## src/rtl/tx_pipe_arbiter.sv

```systemverilog
// Two-source, packet-granular round-robin arbiter for the MAC TX FIFO write pipe.
// The grant is held until tlast; frames longer than MAX_BEATS are truncated and the rest drained.
module tx_pipe_arbiter #(
    parameter int MAC_WIDTH   = 8,
    parameter int TKEEP_WIDTH = 1,
    parameter int NIC_WIDTH   = MAC_WIDTH + TKEEP_WIDTH + 1,
    parameter int MAX_BEATS   = 1518,
    parameter int CNT_WIDTH   = 11
) (
    input  logic                 clk,
    input  logic                 reset,
    input  logic [NIC_WIDTH-1:0] src0_data,
    input  logic                 src0_req,
    output logic                 src0_ack,
    input  logic [NIC_WIDTH-1:0] src1_data,
    input  logic                 src1_req,
    output logic                 src1_ack,
    output logic [NIC_WIDTH-1:0] out_data,
    output logic                 out_req,
    input  logic                 out_ack,
    output logic                 busy,
    output logic                 owner,
    output logic                 oversize_err,
    input  logic                 err_clear,
    output logic [15:0]          pkt_count0,
    output logic [15:0]          pkt_count1
);

    localparam logic [1:0] ST_IDLE  = 2'd0;
    localparam logic [1:0] ST_BUSY  = 2'd1;
    localparam logic [1:0] ST_DRAIN = 2'd2;
    localparam logic [CNT_WIDTH-1:0] LAST_CNT = CNT_WIDTH'(MAX_BEATS - 1);

    if (NIC_WIDTH != MAC_WIDTH + TKEEP_WIDTH + 1) begin : g_bad_width
        $error("NIC_WIDTH must equal MAC_WIDTH+TKEEP_WIDTH+1");
    end
    if (MAX_BEATS < 2 || (64'd1 << CNT_WIDTH) <= 64'(MAX_BEATS)) begin : g_bad_cnt
        $error("MAX_BEATS must be >= 2 and fit in CNT_WIDTH bits");
    end

    logic [1:0]           r_state;
    logic                 r_prio;
    logic                 r_owner;
    logic                 r_err;
    logic [CNT_WIDTH-1:0] r_beat_cnt;
    logic [15:0]          r_pkt0;
    logic [15:0]          r_pkt1;

    logic [NIC_WIDTH-1:0] w_own_data;
    logic                 w_own_req;
    logic                 w_own_last;
    logic                 w_at_max;
    logic                 w_in_busy;
    logic                 w_in_drain;
    logic                 w_own_ack;
    logic                 w_fire;
    logic                 w_end_frame;
    logic                 w_trunc;
    logic                 w_drain_done;
    logic                 w_winner;

    assign w_own_data   = r_owner ? src1_data : src0_data;
    assign w_own_req    = r_owner ? src1_req  : src0_req;
    assign w_own_last   = w_own_data[NIC_WIDTH-1];
    assign w_at_max     = (r_beat_cnt == LAST_CNT);
    // Outputs are held quiet while reset is asserted, not just after it.
    assign w_in_busy    = (r_state == ST_BUSY)  && !reset;
    assign w_in_drain   = (r_state == ST_DRAIN) && !reset;
    assign w_fire       = w_in_busy && w_own_req && out_ack;
    assign w_end_frame  = w_fire && (w_own_last || w_at_max);
    assign w_trunc      = w_fire && w_at_max && !w_own_last;
    assign w_drain_done = w_in_drain && w_own_req && w_own_last;
    assign w_winner     = (src0_req && src1_req) ? r_prio : src1_req;
    assign w_own_ack    = (w_in_busy && out_ack && w_own_req) || (w_in_drain && w_own_req);

    assign src0_ack     = w_own_ack && !r_owner;
    assign src1_ack     = w_own_ack &&  r_owner;
    assign out_req      = w_in_busy && w_own_req;
    assign busy         = (r_state != ST_IDLE) && !reset;
    assign owner        = r_owner && !reset;
    assign oversize_err = r_err && !reset;
    assign pkt_count0   = reset ? 16'd0 : r_pkt0;
    assign pkt_count1   = reset ? 16'd0 : r_pkt1;

    // The last permitted beat carries a forced tlast so the FIFO sees a closed frame.
    always_comb begin
        out_data = '0;
        if (w_in_busy) begin
            out_data = w_own_data;
            if (w_at_max) out_data[NIC_WIDTH-1] = 1'b1;
        end
    end

    always_ff @(posedge clk) begin
        if (reset) begin
            r_state    <= ST_IDLE;
            r_prio     <= 1'b0;
            r_owner    <= 1'b0;
            r_err      <= 1'b0;
            r_beat_cnt <= '0;
            r_pkt0     <= 16'd0;
            r_pkt1     <= 16'd0;
        end else begin
            case (r_state)
                ST_IDLE: begin
                    if (src0_req || src1_req) begin
                        r_owner    <= w_winner;
                        r_beat_cnt <= '0;
                        r_state    <= ST_BUSY;
                    end
                end
                ST_BUSY: begin
                    if (w_end_frame) begin
                        r_prio  <= ~r_owner;
                        r_state <= w_trunc ? ST_DRAIN : ST_IDLE;
                    end else if (w_fire) begin
                        r_beat_cnt <= r_beat_cnt + 1'b1;
                    end
                end
                ST_DRAIN: begin
                    if (w_drain_done) r_state <= ST_IDLE;
                end
                default: r_state <= ST_IDLE;
            endcase

            if (w_trunc)        r_err <= 1'b1;
            else if (err_clear) r_err <= 1'b0;

            if (w_end_frame && !r_owner) r_pkt0 <= r_pkt0 + 16'd1;
            if (w_end_frame &&  r_owner) r_pkt1 <= r_pkt1 + 16'd1;
        end
    end

endmodule

```

## config.mk

```make
export PLATFORM = sky130hd
export DESIGN_NAME = tx_pipe_arbiter
export DESIGN_NICKNAME = d
export VERILOG_FILES = /design/src/rtl/tx_pipe_arbiter.sv
export SDC_FILE = /design/constraint.sdc
export NUM_CORES = 1
export LEC_CHECK = 0
export ABC_AREA = 1
export CORE_UTILIZATION = 51
export CTS_CLUSTER_SIZE = 8
export DETAILED_ROUTE_END_ITERATION = 8
export PLACE_DENSITY = 0.86
export SYNTH_ARGS = -nofsm -noshare
export SYNTH_HDL_FRONTEND = slang
export SYNTH_SLANG_ARGS = --single-unit
```

## constraint.sdc

```tcl
create_clock -name clk -period 2.2 [get_ports clk]
set_input_delay 0.66 -clock clk [delete_from_list [all_inputs] [get_ports clk]]
set_output_delay 0.66 -clock clk [all_outputs]
set_load 0.005 [all_outputs]
```

==> results.cfg, run 1 <==
[worst_hold_path]
min-delay-path-class = register to register
hold_start = r_err$_SDFFE_PP0P_

[power]
p_comb_frac = 0.199
clockPowerShare = 0.306
ir_worst_vdd_uv = 292
finalPower_w = 0.00182
p_sw_w = 0.000516
p_leak_nw = 2.12
cellPowerDensity_mw_per_mm2 = 396
switching_share = 0.283
p_int_w = 0.00131
seq_power_share = 0.495

[sta]
drv_slew = 0
finalClockSkew_ns = 0.00766
rsz0062_at_grt = true
maxSlewHeadroom = 0.683
finalCriticalPeriod_ns = 2.23
fmax_ghz = 0.448
worst_pin_slew_ns = 0.472
setup_slack_ns = -0.0317
fin_setup_tns_ns = -0.0722
setup_violations = 5
fin_crit_sh = 1.01
hold_viol = 0

[worst_setup_path]
crit_chain = nand2_2 > nor2_4 > clkinvlp_4 > buf_6 > buf_6 > a21oi_2 > buf_2
cpMostUsedCell = buf_6
worst_setup_path_end_kind = output port
path_class = register to output port
crit_cells = 7
start_kind = register
crit_end = out_data[0]
crit_family = buffers and inverters
r2r_slack_ns = 0.34
r2r-end = r_pkt0[8]$_SDFFE_PP0P_
crit_slowest_cell = dfxtp_1
path_max_fanout = 3
crit_required_ns = 1.54
r2r-start = r_state[0]$_SDFFE_PP0P_
rr_worst_depth = 10
cp.arrival_ns = 1.57
slowest_delay_ns = 0.40
path_buf_inv = 4
cp-startpoint = r_state[0]$_SDFFE_PP0P_

[die]
chipWidth_um = 83.1
rows = 29
die_area_mm2 = 0.00691
die_h_um = 83.1
start_util = 0.529
ios = 74
core_mm2 = 0.00635

[yosys]
syn_nets = 556
synth_cells = 526
synthesis.area_mm2 = 0.00336
ys_ff_latch = 48
async_flop_share = 0
synth_flop_cell = dfxtp_1
synth.avg_cell_area_um2 = 6.38
ys.warnings.count = 0
seq_area_frac_synth = 0.286
yosys.cell_types.count = 35
synth_edf_count = 0

[place]
dp_hpwl_mm = 6.78
gp_congestion = 0.915
port_buffers = 73

[final_layout]
drive_gt1_frac = 0.210
final_cell_mix = 145 x nand2_1, 75 x nor2_1, 51 x inv_1, 46 x dfxtp_1, 39 x a21oi_1
syn2layout_area_growth_pct = 37.1
diodes = 0
final_common_cell = nand2_1
nNetsFinal = 662

[global_routing]
grt-ovfl-total = 0
gr-usage-all-layers = 0.277
antenna_found_initial = 0
grt_pass1_vias = 3548
grt_max_degree = 26
grt_pass1_wl_mm = 15.9

[routing]
dr_total_vias = 3865
avgRoutedWirePerCell_um = 14.1
via_per_inst = 5.45
postRouteAntennaNets = 0
drtIter0Drc = 307
met2_length_mm = 5.01
wl_met1_mm = 4.27
wl_met3_um = 437
drc = 0
highest_layer = met4
drtPass1Iterations = 5
drt-total-wl_mm = 10.0

[flow_run]
max-cap-violations = 0

[cts]
cts.path.max_buffers = 2
cts_tree = yes
h-tree-depth = 2
clkSlewWorstSetupHoldPaths_ns = 0.09
cts_made_buffers = 5
root_buffer = clkbuf_8
cts_sinks = 48
insertion_delay_ns = 0.31

[run_status]
failed_checks = setup timing
status = finished, violations left
## how the worst min path moves through the flow
stage / end / cells after the start
4_1_cts: r_err$_SDFFE_PP0P_ / 2
2_1_floorplan: r_prio$_SDFFE_PP0P_ / 2
6_report: r_err$_SDFFE_PP0P_ / 2
3_3_place_gp: r_prio$_SDFFE_PP0P_ / 2
3_5_place_dp: r_err$_SDFFE_PP0P_ / 2
5_1_grt: r_err$_SDFFE_PP0P_ / 2
## metal layers
layer  up-vias  global-route usage
li1       1874                   -
met1      1810               0.347
met3        32              0.0437
met4         0               0.111
met5         -                   0
met2       149               0.475
## power by group through the flow
stage	logic, W	clock network (W)	registers [W]
after global routing	0.000389	0.000595	0.000904
final	0.000363	0.000558	0.000903
after CTS	0.000333	0.000559	0.000900
after floorplan	0.000154	0	0.000917
after detailed placement	0.000308	0	0.000920
after global placement	0.000297	0	0.000919
## tightest hold or removal path: stages, from the launching register on
cell and delay, ns:
dfxtp_1 0.31, inv_1 0.07, o31ai_1 0.07
## area by class of cell
| class | instances | area, µm² |
|---|---|---|
| multi-input cells | 401 | 2140 |
| fillers | 459 | 1740 |
| repair buffers | 120 | 1100 |
| flip-flops and latches | 48 | 963 |
| inverters | 56 | 214 |
| well taps | 77 | 96.3 |
| clock buffers | 6 | 82.6 |
| clock inverters | 1 | 8.76 |
## kinds of logic after synthesis
logic type,synth area share
AOI/OAI and AO/OA,0.124
xor gates and xnor gates,0.0574
adders and majority gates,0.0149
buffers and inverters,0.104
DFF,0.286
and+or+nand+nor,0.414
## flip-flops by register name, indices dropped and copies added (netlist names)
signal	cells
r_pkt1	16
r_beat_cnt	11
r_pkt0	16
r_owner	1
r_prio	1
r_err	1
r_state	2
## synthesized netlist by cell type, types with 2 or more instances
master | instances | area [µm²]
nand4_1 | 11 | 68.8
inv_1 | 54 | 203
nand3_1 | 31 | 155
ha_1 | 4 | 50.1
and2_1 | 2 | 12.5
or2_2 | 4 | 25.0
inv_2 | 2 | 7.51
a21oi_2 | 10 | 87.6
buf_6 | 4 | 45.0
nor2_4 | 2 | 22.5
a21oi_1 | 48 | 240
clkbuf_1 | 14 | 52.6
nand3_4 | 2 | 35.0
nor2_8 | 2 | 40.0
dfxtp_1 | 48 | 961
o21ai_0 | 7 | 35.0
nand3b_1 | 4 | 30.0
nor3_1 | 3 | 15.0
nand2_2 | 12 | 75.1
xor2_1 | 22 | 193
nor2_1 | 79 | 297
nand2_4 | 3 | 33.8
nand2_1 | 146 | 548
## per-stage QoR
| step | utilization | hold WS [ns] | instance area (µm²) | std cells | setup WS, ns |
|---|---|---|---|---|---|
| floorplan | - | 0.439 | 3360 | 526 | 0.264 |
| detailed placement | 0.686 | 0.467 | 4350 | 693 | -0.695 |
| global placement | 0.686 | 0.451 | 4350 | 693 | -0.589 |
| global route | 0.725 | 0.506 | 4610 | 709 | -0.0614 |
| finish | 0.725 | 0.480 | 4610 | 709 | -0.0317 |
| CTS | 0.710 | 0.480 | 4510 | 710 | -0.0451 |
## repair_timing
action	in CTS	in global routing
hold buffers	0	0
endpoints found under the setup margin	47	29
buffers inserted	12	0
endpoints found under the hold margin	0	0
resized for setup	99	39
pin swaps	6	3
No activity file was read; power rests on OpenSTA's default activity.
==> inputs of run 2 (changes only) <==
--- a/config.mk
+++ b/config.mk
@@ -6,7 +6,9 @@
 export NUM_CORES = 1
 export LEC_CHECK = 0
 export ABC_AREA = 1
-export CORE_UTILIZATION = 51
+export CELL_PAD_IN_SITES_DETAIL_PLACEMENT = 1
+export CELL_PAD_IN_SITES_GLOBAL_PLACEMENT = 1
+export CORE_UTILIZATION = 35
 export CTS_CLUSTER_SIZE = 8
 export DETAILED_ROUTE_END_ITERATION = 8
 export PLACE_DENSITY = 0.86
==> run 2 against run 1 <==
Compared with the run above: the flow now finishes without violations; cell count is 9.4% higher; sequential power is essentially flat; global-route usage about the same; register-to-register slack got worse by 0.09 ns; combinational power is 8.8% higher; clock skew fell by 0.00056 ns; clock power up 35%; wire length is 34% higher; sequential share of layout area fell by 0.55 points; maximum frequency increased by 1.7%; core utilization is 21 points lower; critical path depth shrank 3.
==> results.cfg, run 2 (same netlist as run 1, synthesis figures left out) <==
[worst_setup_path]
path_max_fanout = 1
rr_worst_depth = 11
path_class = input pin to output port
r2r_slack_ns = 0.25
crit_slowest_cell = clkdlybuf4s50_1
worst_setup_path_end_kind = output port
start_kind = input pin
cp.arrival_ns = 1.53
crit_chain = clkdlybuf4s50_1 > nand2_1 > a21oi_1 > buf_2
slowest_delay_ns = 0.48
crit_required_ns = 1.54

[routing]
drt-total-wl_mm = 13.4
drc = 0
postRouteAntennaNets = 0
via_per_inst = 5.13
dr_total_vias = 3979
drtIter0Drc = 179
drtPass1Iterations = 4
avgRoutedWirePerCell_um = 17.3

[global_routing]
grt_pass1_vias = 4278
grt_max_degree = 19
use_met3 = 0.0432
antenna_found_initial = 0
top_usage_layer = met2
grt_pass1_wl_mm = 21.6
gr-usage-all-layers = 0.277
met1_usage = 0.319
met2_usage = 0.505
grt-ovfl-total = 0

[cts]
cts.path.max_buffers = 2
clkSlewWorstSetupHoldPaths_ns = 0.09
root_buffer = clkbuf_8
cts_sinks = 48
cts_made_buffers = 5
insertion_delay_ns = 0.33
ctsHoldBuffers = 0
cts_tree = yes
h-tree-depth = 2

[sta]
holdWs_ns = 0.484
hold_viol = 0
fin_crit_sh = 0.998
finalCriticalPeriod_ns = 2.19
rsz0062_at_grt = true
finalClockSkew_ns = 0.00711
drv_slew = 0
setup_slack_ns = 0.00517
maxSlewHeadroom = 0.642
setup_violations = 0
worst_pin_slew_ns = 0.533
fmax_ghz = 0.456
fin_setup_tns_ns = 0

[final_layout]
final_cell_mix = 145 x nand2_1, 78 x nor2_1, 54 x buf_4, 51 x inv_1, 45 x dfxtp_1
final_util = 0.512
reg_top3 = r_pkt0 x16, r_pkt1 x16, r_beat_cnt x11
nNetsFinal = 676
diodes = 0
syn2layout_area_growth_pct = 41.4
final_common_cell = nand2_1
drive_gt1_frac = 0.221

[place]
dp_hpwl_mm = 8.83
gp_congestion = 0.860
port_buffers = 73
place_ws_ns = -0.709

[power]
cellPowerDensity_mw_per_mm2 = 432
ir_worst_vdd_uv = 251
p_leak_nw = 2.00

[worst_hold_path]
whs_path_depth = 2
min-delay-path-class = register to register

[flow_run]
max-cap-violations = 0

[die]
ios = 74
die_h_um = 100
rows = 35
chipWidth_um = 100
core_mm2 = 0.00928
die_area_mm2 = 0.00999
start_util = 0.362

[run_status]
status = finished, final reports clean
==> run 2: changes by cell type in the layout (fill, tap and decap cells not counted), moves of 2 or more <==
cell and change:
buf_4 +18, dlygate4sd2_1 +16, dlymetal6s2s_1 -16, a21oi_1 +3
a21oi_2 -3, buf_6 -3, nor2_1 +3, nor2_2 -3
buf_2 -2, nand2_2 -2, nand2_4 +2
==> run 2: final timing paths <==
check,to,from
worst max-delay path,out_data[7],src0_data[7]
worst min-delay path,r_prio$_SDFFE_PP0P_,r_prio$_SDFFE_PP0P_
worst max register to register,r_pkt1[1]$_SDFFE_PP0P_,r_owner$_SDFFE_PP0P_
worst min register to register,r_prio$_SDFFE_PP0P_,r_prio$_SDFFE_PP0P_
==> run 2: routing by layer <==
metal	wire length, µm	vias up	part of all wire
met5	0	-	0
met3	346	23	0.026
li1	-	1901	-
met2	7080	74	0.53
met1	5780	1981	0.43
met4	239	0	0.018
==> run 2: final cells by class <==
| type | instances | area (µm²) |
|---|---|---|
| fillers | 1252 | 4530 |
| multi-input cells | 401 | 2130 |
| repair buffers | 134 | 1150 |
| flip-flops and latches | 48 | 967 |
| inverters | 56 | 214 |
| well taps | 129 | 161 |
| clock buffers | 7 | 96.3 |
| clock inverters | 1 | 30.0 |
==> run 2: what timing repair did <==
action,CTS,global route
resized for setup,111,21
buffers inserted,10,3
endpoints found under the setup margin,48,14
gates cloned,1,0
pin swaps,6,3
endpoints found under the hold margin,0,0
==> run 2: through the flow <==
stage	power [W]	std cells	cell area (µm²)
2_1_floorplan	0.00107	526	3360
3_3_place_gp	0.00123	754	4490
3_5_place_dp	0.00125	754	4490
4_1_cts	0.00202	773	4710
5_1_grt	0.00210	776	4750
6_report	0.00205	776	4750
==> run 2: power by group <==
group | total, W | switching, W | internal (W)
registers | 0.000903 | 0.0000183 | 0.000885
logic | 0.000395 | 0.000211 | 0.000184
clock network | 0.000752 | 0.000351 | 0.000402
total | 0.00205 | 0.000580 | 0.00147
==> run 2: worst max-delay path: cells and delay by family <==
family	cells	cell delay, ns
compound gates	1	0.17
simple gates	1	0.08
buf+inv	2	0.63
